## src/rtl/issue_queue_nw_pkg.sv

```systemverilog
// Shared issue-queue constants and the default-width entry layout.
// Payload is kept outside the entry struct so the select/wakeup logic never touches it.
package issue_queue_nw_pkg;

   localparam int IQ_DEPTH_ALU = 16;
   localparam int IQ_DEPTH_MEM = 16;
   localparam int IQ_DEPTH_Z   = 8;
   localparam int NUM_WB_PORTS = 2;
   localparam int IQ_PREG_W    = 6;
   localparam int IQ_AL_IDX_W  = 5;
   localparam int IQ_PAYLOAD_W = 96;

   typedef struct packed {
      logic                   valid;
      logic                   rs1_rdy;
      logic                   rs2_rdy;
      logic [IQ_PREG_W-1:0]   rs1;
      logic [IQ_PREG_W-1:0]   rs2;
      logic [IQ_AL_IDX_W-1:0] al_idx;
   } iq_entry_t;

endpackage

```

## src/rtl/iq_age_select.sv

```systemverilog
// Oldest-first arbiter: picks the candidate with the smallest age and returns a one-hot grant.
module iq_age_select #(
   parameter int N     = 16,
   parameter int AGE_W = 5
) (
   input  logic [N-1:0]       cand,
   input  logic [N*AGE_W-1:0] ages,
   output logic [N-1:0]       grant,
   output logic               any
);

   logic [AGE_W-1:0] best;

   // Ages are unique among valid entries, so a strict compare never sees a tie.
   always_comb begin
      grant = '0;
      any   = 1'b0;
      best  = '1;
      for (int i = 0; i < N; i++) begin
         if (cand[i] && (!any || ages[i*AGE_W +: AGE_W] < best)) begin
            grant    = '0;
            grant[i] = 1'b1;
            any      = 1'b1;
            best     = ages[i*AGE_W +: AGE_W];
         end
      end
   end

endmodule

```

## src/rtl/issue_queue_nw.sv

```systemverilog
// Out-of-order issue queue: dispatch into the lowest free slot, wake sources from
// writeback tags, issue the oldest ready µop, and drop squashed entries on flush.
module issue_queue_nw
   import issue_queue_nw_pkg::*;
#(
   parameter int DEPTH     = IQ_DEPTH_ALU,
   parameter int NUM_WB    = NUM_WB_PORTS,
   parameter int PREG_W    = IQ_PREG_W,
   parameter int AL_IDX_W  = IQ_AL_IDX_W,
   parameter int PAYLOAD_W = IQ_PAYLOAD_W
) (
   input  logic                        clk,
   input  logic                        n_rst,
   input  logic                        disp_valid,
   output logic                        disp_ready,
   input  logic                        disp_uses_rs1,
   input  logic                        disp_uses_rs2,
   input  logic [PREG_W-1:0]           disp_rs1,
   input  logic [PREG_W-1:0]           disp_rs2,
   input  logic                        disp_rs1_rdy,
   input  logic                        disp_rs2_rdy,
   input  logic [AL_IDX_W-1:0]         disp_al_idx,
   input  logic [PAYLOAD_W-1:0]        disp_payload,
   input  logic [NUM_WB-1:0]           wb_valid,
   input  logic [NUM_WB-1:0]           wb_uses_rd,
   input  logic [NUM_WB*PREG_W-1:0]    wb_rd,
   input  logic [AL_IDX_W-1:0]         al_head,
   input  logic                        flush_all,
   input  logic                        flush_younger,
   input  logic [AL_IDX_W-1:0]         flush_al_idx,
   output logic                        iss_valid,
   input  logic                        iss_ready,
   output logic [PREG_W-1:0]           iss_rs1,
   output logic [PREG_W-1:0]           iss_rs2,
   output logic [AL_IDX_W-1:0]         iss_al_idx,
   output logic [PAYLOAD_W-1:0]        iss_payload,
   output logic [$clog2(DEPTH+1)-1:0]  occupancy
);

   localparam int OCC_W = $clog2(DEPTH+1);
   localparam int IDX_W = $clog2(DEPTH);

   typedef struct packed {
      logic                valid;
      logic                rs1_rdy;
      logic                rs2_rdy;
      logic [PREG_W-1:0]   rs1;
      logic [PREG_W-1:0]   rs2;
      logic [AL_IDX_W-1:0] al_idx;
   } entry_t;

   entry_t                 ent     [DEPTH];
   logic [PAYLOAD_W-1:0]   payload [DEPTH];
   logic [OCC_W-1:0]       occ_q;

   logic [DEPTH-1:0]          wake1, wake2, cand, kill, grant, clr, valid_vec;
   logic [DEPTH*AL_IDX_W-1:0] ages_flat;
   logic                      disp_hit1, disp_hit2;
   logic [AL_IDX_W-1:0]       flush_age, disp_age, age_i;
   logic [IDX_W-1:0]          sel_idx, free_idx;
   logic [OCC_W-1:0]          clr_cnt;
   logic                      disp_wr, iss_fire;

   // Tag match against every qualifying writeback port, for stored entries and the incoming µop.
   always_comb begin
      wake1     = '0;
      wake2     = '0;
      disp_hit1 = 1'b0;
      disp_hit2 = 1'b0;
      for (int k = 0; k < NUM_WB; k++) begin
         if (wb_valid[k] && wb_uses_rd[k]) begin
            for (int i = 0; i < DEPTH; i++) begin
               if (ent[i].rs1 == wb_rd[k*PREG_W +: PREG_W]) wake1[i] = 1'b1;
               if (ent[i].rs2 == wb_rd[k*PREG_W +: PREG_W]) wake2[i] = 1'b1;
            end
            if (disp_rs1 == wb_rd[k*PREG_W +: PREG_W]) disp_hit1 = 1'b1;
            if (disp_rs2 == wb_rd[k*PREG_W +: PREG_W]) disp_hit2 = 1'b1;
         end
      end
   end

   // Age is distance from the active-list head; modular subtraction absorbs wrap-around.
   assign flush_age = flush_al_idx - al_head;
   assign disp_age  = disp_al_idx - al_head;

   always_comb begin
      ages_flat = '0;
      cand      = '0;
      kill      = '0;
      valid_vec = '0;
      age_i     = '0;
      for (int i = 0; i < DEPTH; i++) begin
         age_i                             = ent[i].al_idx - al_head;
         ages_flat[i*AL_IDX_W +: AL_IDX_W] = age_i;
         valid_vec[i] = ent[i].valid;
         cand[i]      = ent[i].valid && ent[i].rs1_rdy && ent[i].rs2_rdy;
         kill[i]      = ent[i].valid && (flush_all || (flush_younger && age_i > flush_age));
      end
   end

   iq_age_select #(.N(DEPTH), .AGE_W(AL_IDX_W)) u_age_select (
      .cand  (cand),
      .ages  (ages_flat),
      .grant (grant),
      .any   (iss_valid)
   );

   // With no grant the index stays 0, so the issue bus shows entry 0.
   always_comb begin
      sel_idx  = '0;
      free_idx = '0;
      for (int i = 0; i < DEPTH; i++) begin
         if (grant[i]) sel_idx = IDX_W'(i);
      end
      for (int i = DEPTH-1; i >= 0; i--) begin
         if (!ent[i].valid) free_idx = IDX_W'(i);
      end
   end

   assign iss_rs1     = ent[sel_idx].rs1;
   assign iss_rs2     = ent[sel_idx].rs2;
   assign iss_al_idx  = ent[sel_idx].al_idx;
   assign iss_payload = payload[sel_idx];
   assign occupancy   = occ_q;
   assign disp_ready  = (occ_q < OCC_W'(DEPTH));

   assign iss_fire = iss_valid && iss_ready;
   assign disp_wr  = disp_valid && disp_ready && !flush_all
                     && !(flush_younger && disp_age > flush_age);
   // An entry both issued and flushed appears once in clr, so it is freed once.
   assign clr      = kill | (iss_fire ? grant : '0);

   always_comb begin
      clr_cnt = '0;
      for (int i = 0; i < DEPTH; i++) clr_cnt = clr_cnt + OCC_W'(clr[i]);
   end

   // NOTE: state uses non-blocking assignments so every entry sees the same pre-edge values.
   always_ff @(posedge clk or negedge n_rst) begin
      if (!n_rst) begin
         for (int i = 0; i < DEPTH; i++) ent[i] <= '0;
         occ_q <= '0;
      end else begin
         for (int i = 0; i < DEPTH; i++) begin
            if (clr[i]) begin
               ent[i].valid <= 1'b0;
            end else begin
               if (wake1[i]) ent[i].rs1_rdy <= 1'b1;
               if (wake2[i]) ent[i].rs2_rdy <= 1'b1;
            end
         end
         if (disp_wr) begin
            ent[free_idx] <= '{valid:   1'b1,
                               rs1_rdy: !disp_uses_rs1 || disp_rs1_rdy || disp_hit1,
                               rs2_rdy: !disp_uses_rs2 || disp_rs2_rdy || disp_hit2,
                               rs1:     disp_rs1,
                               rs2:     disp_rs2,
                               al_idx:  disp_al_idx};
         end
         occ_q <= occ_q + OCC_W'(disp_wr) - clr_cnt;
      end
   end

   // NOTE: the payload array is not reset; it is only read through a valid entry.
   always_ff @(posedge clk) begin
      if (disp_wr) payload[free_idx] <= disp_payload;
   end

   a_no_disp_when_full: assert property (@(posedge clk) disable iff (!n_rst)
      disp_wr |-> disp_ready);
   a_occ_matches_valid: assert property (@(posedge clk) disable iff (!n_rst)
      occ_q == OCC_W'($countones(valid_vec)));

endmodule

```

## config.mk

```make
export PLATFORM = sky130hd
export DESIGN_NAME = issue_queue_nw
export DESIGN_NICKNAME = d
export VERILOG_FILES = /design/src/rtl/issue_queue_nw_pkg.sv /design/src/rtl/iq_age_select.sv /design/src/rtl/issue_queue_nw.sv
export SDC_FILE = /design/constraint.sdc
export NUM_CORES = 2
export LEC_CHECK = 0
export CORE_MARGIN = 2
export CORE_UTILIZATION = 35
export DETAILED_ROUTE_END_ITERATION = 16
export PLACE_DENSITY_LB_ADDON = 0.3
export SYNTH_ARGS = -nofsm -noshare
export SYNTH_HDL_FRONTEND = slang
export SYNTH_SLANG_ARGS = --single-unit
```

## constraint.sdc

```tcl
create_clock -name clk -period 41.7 [get_ports clk]
set_input_delay 8.34 -clock clk [delete_from_list [all_inputs] [get_ports clk]]
set_output_delay 8.34 -clock clk [all_outputs]
set_load 0.01 [all_outputs]
```

==> results.toml <==
[status]
status = "complete, no violations"

[clock_tree]
root_buffer = "clkbuf_16"
cts.sinks = 1861
clockBufferDepth = 3
cts_hold_buffers = 0
clk_pin_slew_worst_paths_ns = 0.06
cts_made_buffers = 193
clk-insertion-delay-late_ns = 0.89
cts_tree = "done"
ctsHtreeMaxLevel = 4

[yosys]
netlist-cell-type-count = 85
mappedNetlistNets = 7513
syn-instance-count = 7115
syn_avg_cell_area_sq_um = 12.7
syn_area_sq_um = 90200
yosysTopAreaCell = "edfxtp_1"
synth_area_leaders = "edfxtp_1 (51%), dfrtp_1 (9.0%), mux2i_1 (5.2%), nand2_1 (3.5%), nand4_1 (3.1%)"
ys_seq_area_frac = 0.602
netlist.area_leader.share = 0.511
synthArstFlopShare = 0.175
synth.most_common_cell = "edfxtp_1"
ys.warnings.count = 0
synth_flop_cell = "edfxtp_1"
synth-edff-count = 1536
ys_ff_latch = 1861
synth_common_cells = "edfxtp_1 (1,536), nand2_1 (848), mux2i_1 (470), clkbuf_1 (464), nand4_1 (444)"

[worst_setup_path]
crit_required_ns = 33.36
startpoint = "al_head[2]"
critPathMostFrequentCell = "buf_4"
critPathBufInv = 49
critical-path-slowest-cell = "a2111o_1"
critPathKind = "in -> out"
reg2reg_slack_ns = 14.42
crit_end = "iss_payload[67]"
start_kind = "input port"
cp_num_cells = 153
endpoint_kind = "primary output"
cpPeakStageDelay_ns = 0.51
cp_max_fo = 7
cpLargestDelayFamily = "compound AO/OA/AOI/OAI gates"
r2r_end = "occupancy[4]$_DFF_PN0_"
worstPathArrival_ns = 32.46
rr_worst_depth = 160

[finish]
area_growth_pct = 21.0
multiInputGateArea_sq_um = 34800
fillers = 23300
seq_area_sq_um = 54300
layout-drive-gt1-share = 0.165
nets = 7970

[floorplanning]
start_util = 0.352
io_pins = 269
dieArea_sq_um = 262000
die_y_microns = 512
core_sq_um = 256000
placementRows = 186
die_w_microns = 512

[timing]
worst_pin_slew_ns = 1.21
timing.final.crit_share = 0.978
rsz0062_at_grt = "yes"
slew_violations = 0
setup_ws_ns = 0.904
skew_ns = 0.113
min_period_ns = 40.80
finalSetupViolations = 0
clock.fmax_ghz = 0.0245
holdWs_ns = 0.513
hold_viol = 0
slew_headroom = 0.190

[global_routing]
grt_max_degree = 196
use_met3 = 0.0394
top_usage_layer = "met2"
first_global_vias = 63700
grt_use_met1 = 0.300
grt_overflow_total = 0
grt_pass1_wl_mm = 428
grt_usage = 0.214
use_met2 = 0.336
grt_antenna_before_repair = 24

[place]
dpl_worst_slack_ns = -1.95
gp_congestion = 0.888
dp_hpwl_mm = 173
io_buffers = 268

[detailed_routing]
detail_route.wirelength_mm = 292
firstDrtPassIters = 5
drcViolationCount = 0
via_count = 64300
via_per_inst = 5.78
ant_nets = 0
drt-initial-drc-count = 6016
wl_per_cell_microns = 26.3

[power]
cellPowerDensity_nw_per_um2 = 50.4
p_leak_nw = 40.4
ir_worst_vdd_uv = 39.2

[hold_path]
hold_path.class = "reg -> reg"

[run]
cap_violations = 0
## final cells by class
class                           count  area share
Antenna cell                        7    0.000160
Clock buffer                      247      0.0468
Clock inverter                    109      0.0128
Inverter                          125     0.00502
Multi-Input combinational cell   4540       0.319
Sequential cell                  1861       0.497
Tap cell                         3384      0.0388
Timing Repair Buffer              851      0.0802
## through the flow
| stage | setup TNS (ns) | cells | total power [W] | cell area [sq um] | util |
|---|---|---|---|---|---|
| 2_1_floorplan | 0 | 7115 | 0.00297 | 90300 | - |
| 3_3_place_gp | -90.54 | 10700 | 0.00362 | 99900 | 0.389 |
| 3_5_place_dp | -140.33 | 10700 | 0.00364 | 99900 | 0.389 |
| 4_1_cts | -0.0337 | 11100 | 0.00544 | 108000 | 0.420 |
| 5_1_grt | -32.74 | 11100 | 0.00573 | 109000 | 0.426 |
| 6_report | 0 | 11100 | 0.00550 | 109000 | 0.426 |
## worst min-delay path, cell delays in order, from the launching register on
cell	delay [ns]
dfrtp_1	0.37
nand2_1	0.06
nand2_1	0.06
## what timing repair did
| item | in CTS | in global routing |
|---|---|---|
| gates resized for setup | 249 | 230 |
| buffers inserted | 60 | 29 |
| setup endpoints to repair | 113 | 113 |
| pin swaps | 52 | 98 |
| cloned | 6 | 10 |
## report_power, final
| part | leakage, nW | switching, W | internal, W | total (W) |
|---|---|---|---|---|
| clock | 3.13 | 0.000766 | 0.00101 | 0.00178 |
| sequential | 18.2 | 0.0000484 | 0.00207 | 0.00212 |
| combinational | 19.1 | 0.000891 | 0.000714 | 0.00160 |
## worst min path at each step
| stage | from | endpoint | slack, ns | cells after the start |
|---|---|---|---|---|
| final | flop | flop | 0.51 | 2 |
| after global routing | flop | flop | 0.55 | 2 |
| after CTS | flop | flop | 0.51 | 2 |
| after detailed placement | flop | flop | 0.50 | 2 |
| after global placement | flop | flop | 0.49 | 2 |
| after floorplan | flop | flop | 0.47 | 2 |
## logic make-up after synthesis
group                      after synthesis  share of synthesized area
AOI/OAI and AO/OA                     1521                      0.123
xor gates and xnor gates               500                     0.0486
adders and majority gates              249                     0.0372
buffers and inverters                  714                     0.0310
DFF                                   1861                      0.602
muxes                                  599                     0.0683
and+or+nand+nor                       1671                     0.0905
## layout by cell type (no fill, tap or decap), drive strengths merged, types with 111 or more instances in the layout
cell and instances:
ha 217, clkdlybuf4s50 140, mux2 129, edfxtp 1536, a2111o 111, o21ai 129, clkbuf 259, nand2 849
a21oi 129, xnor2 311, inv 129, o22ai 233, dfrtp 325, nand4 444, buf 586, mux2i 470
a211oi 361, xor2 189, o31ai 344, or3 113
## routing by layer
metal  part of all wire  up-vias  wire length (microns)
li1                   -    28400                      -
met1               0.43    32600                 127000
met2               0.46     2771                 134000
met3              0.078      508                  22600
met4              0.029       16                   8420
met5            0.00035        -                    101
No activity file was read; power rests on OpenSTA's default activity.
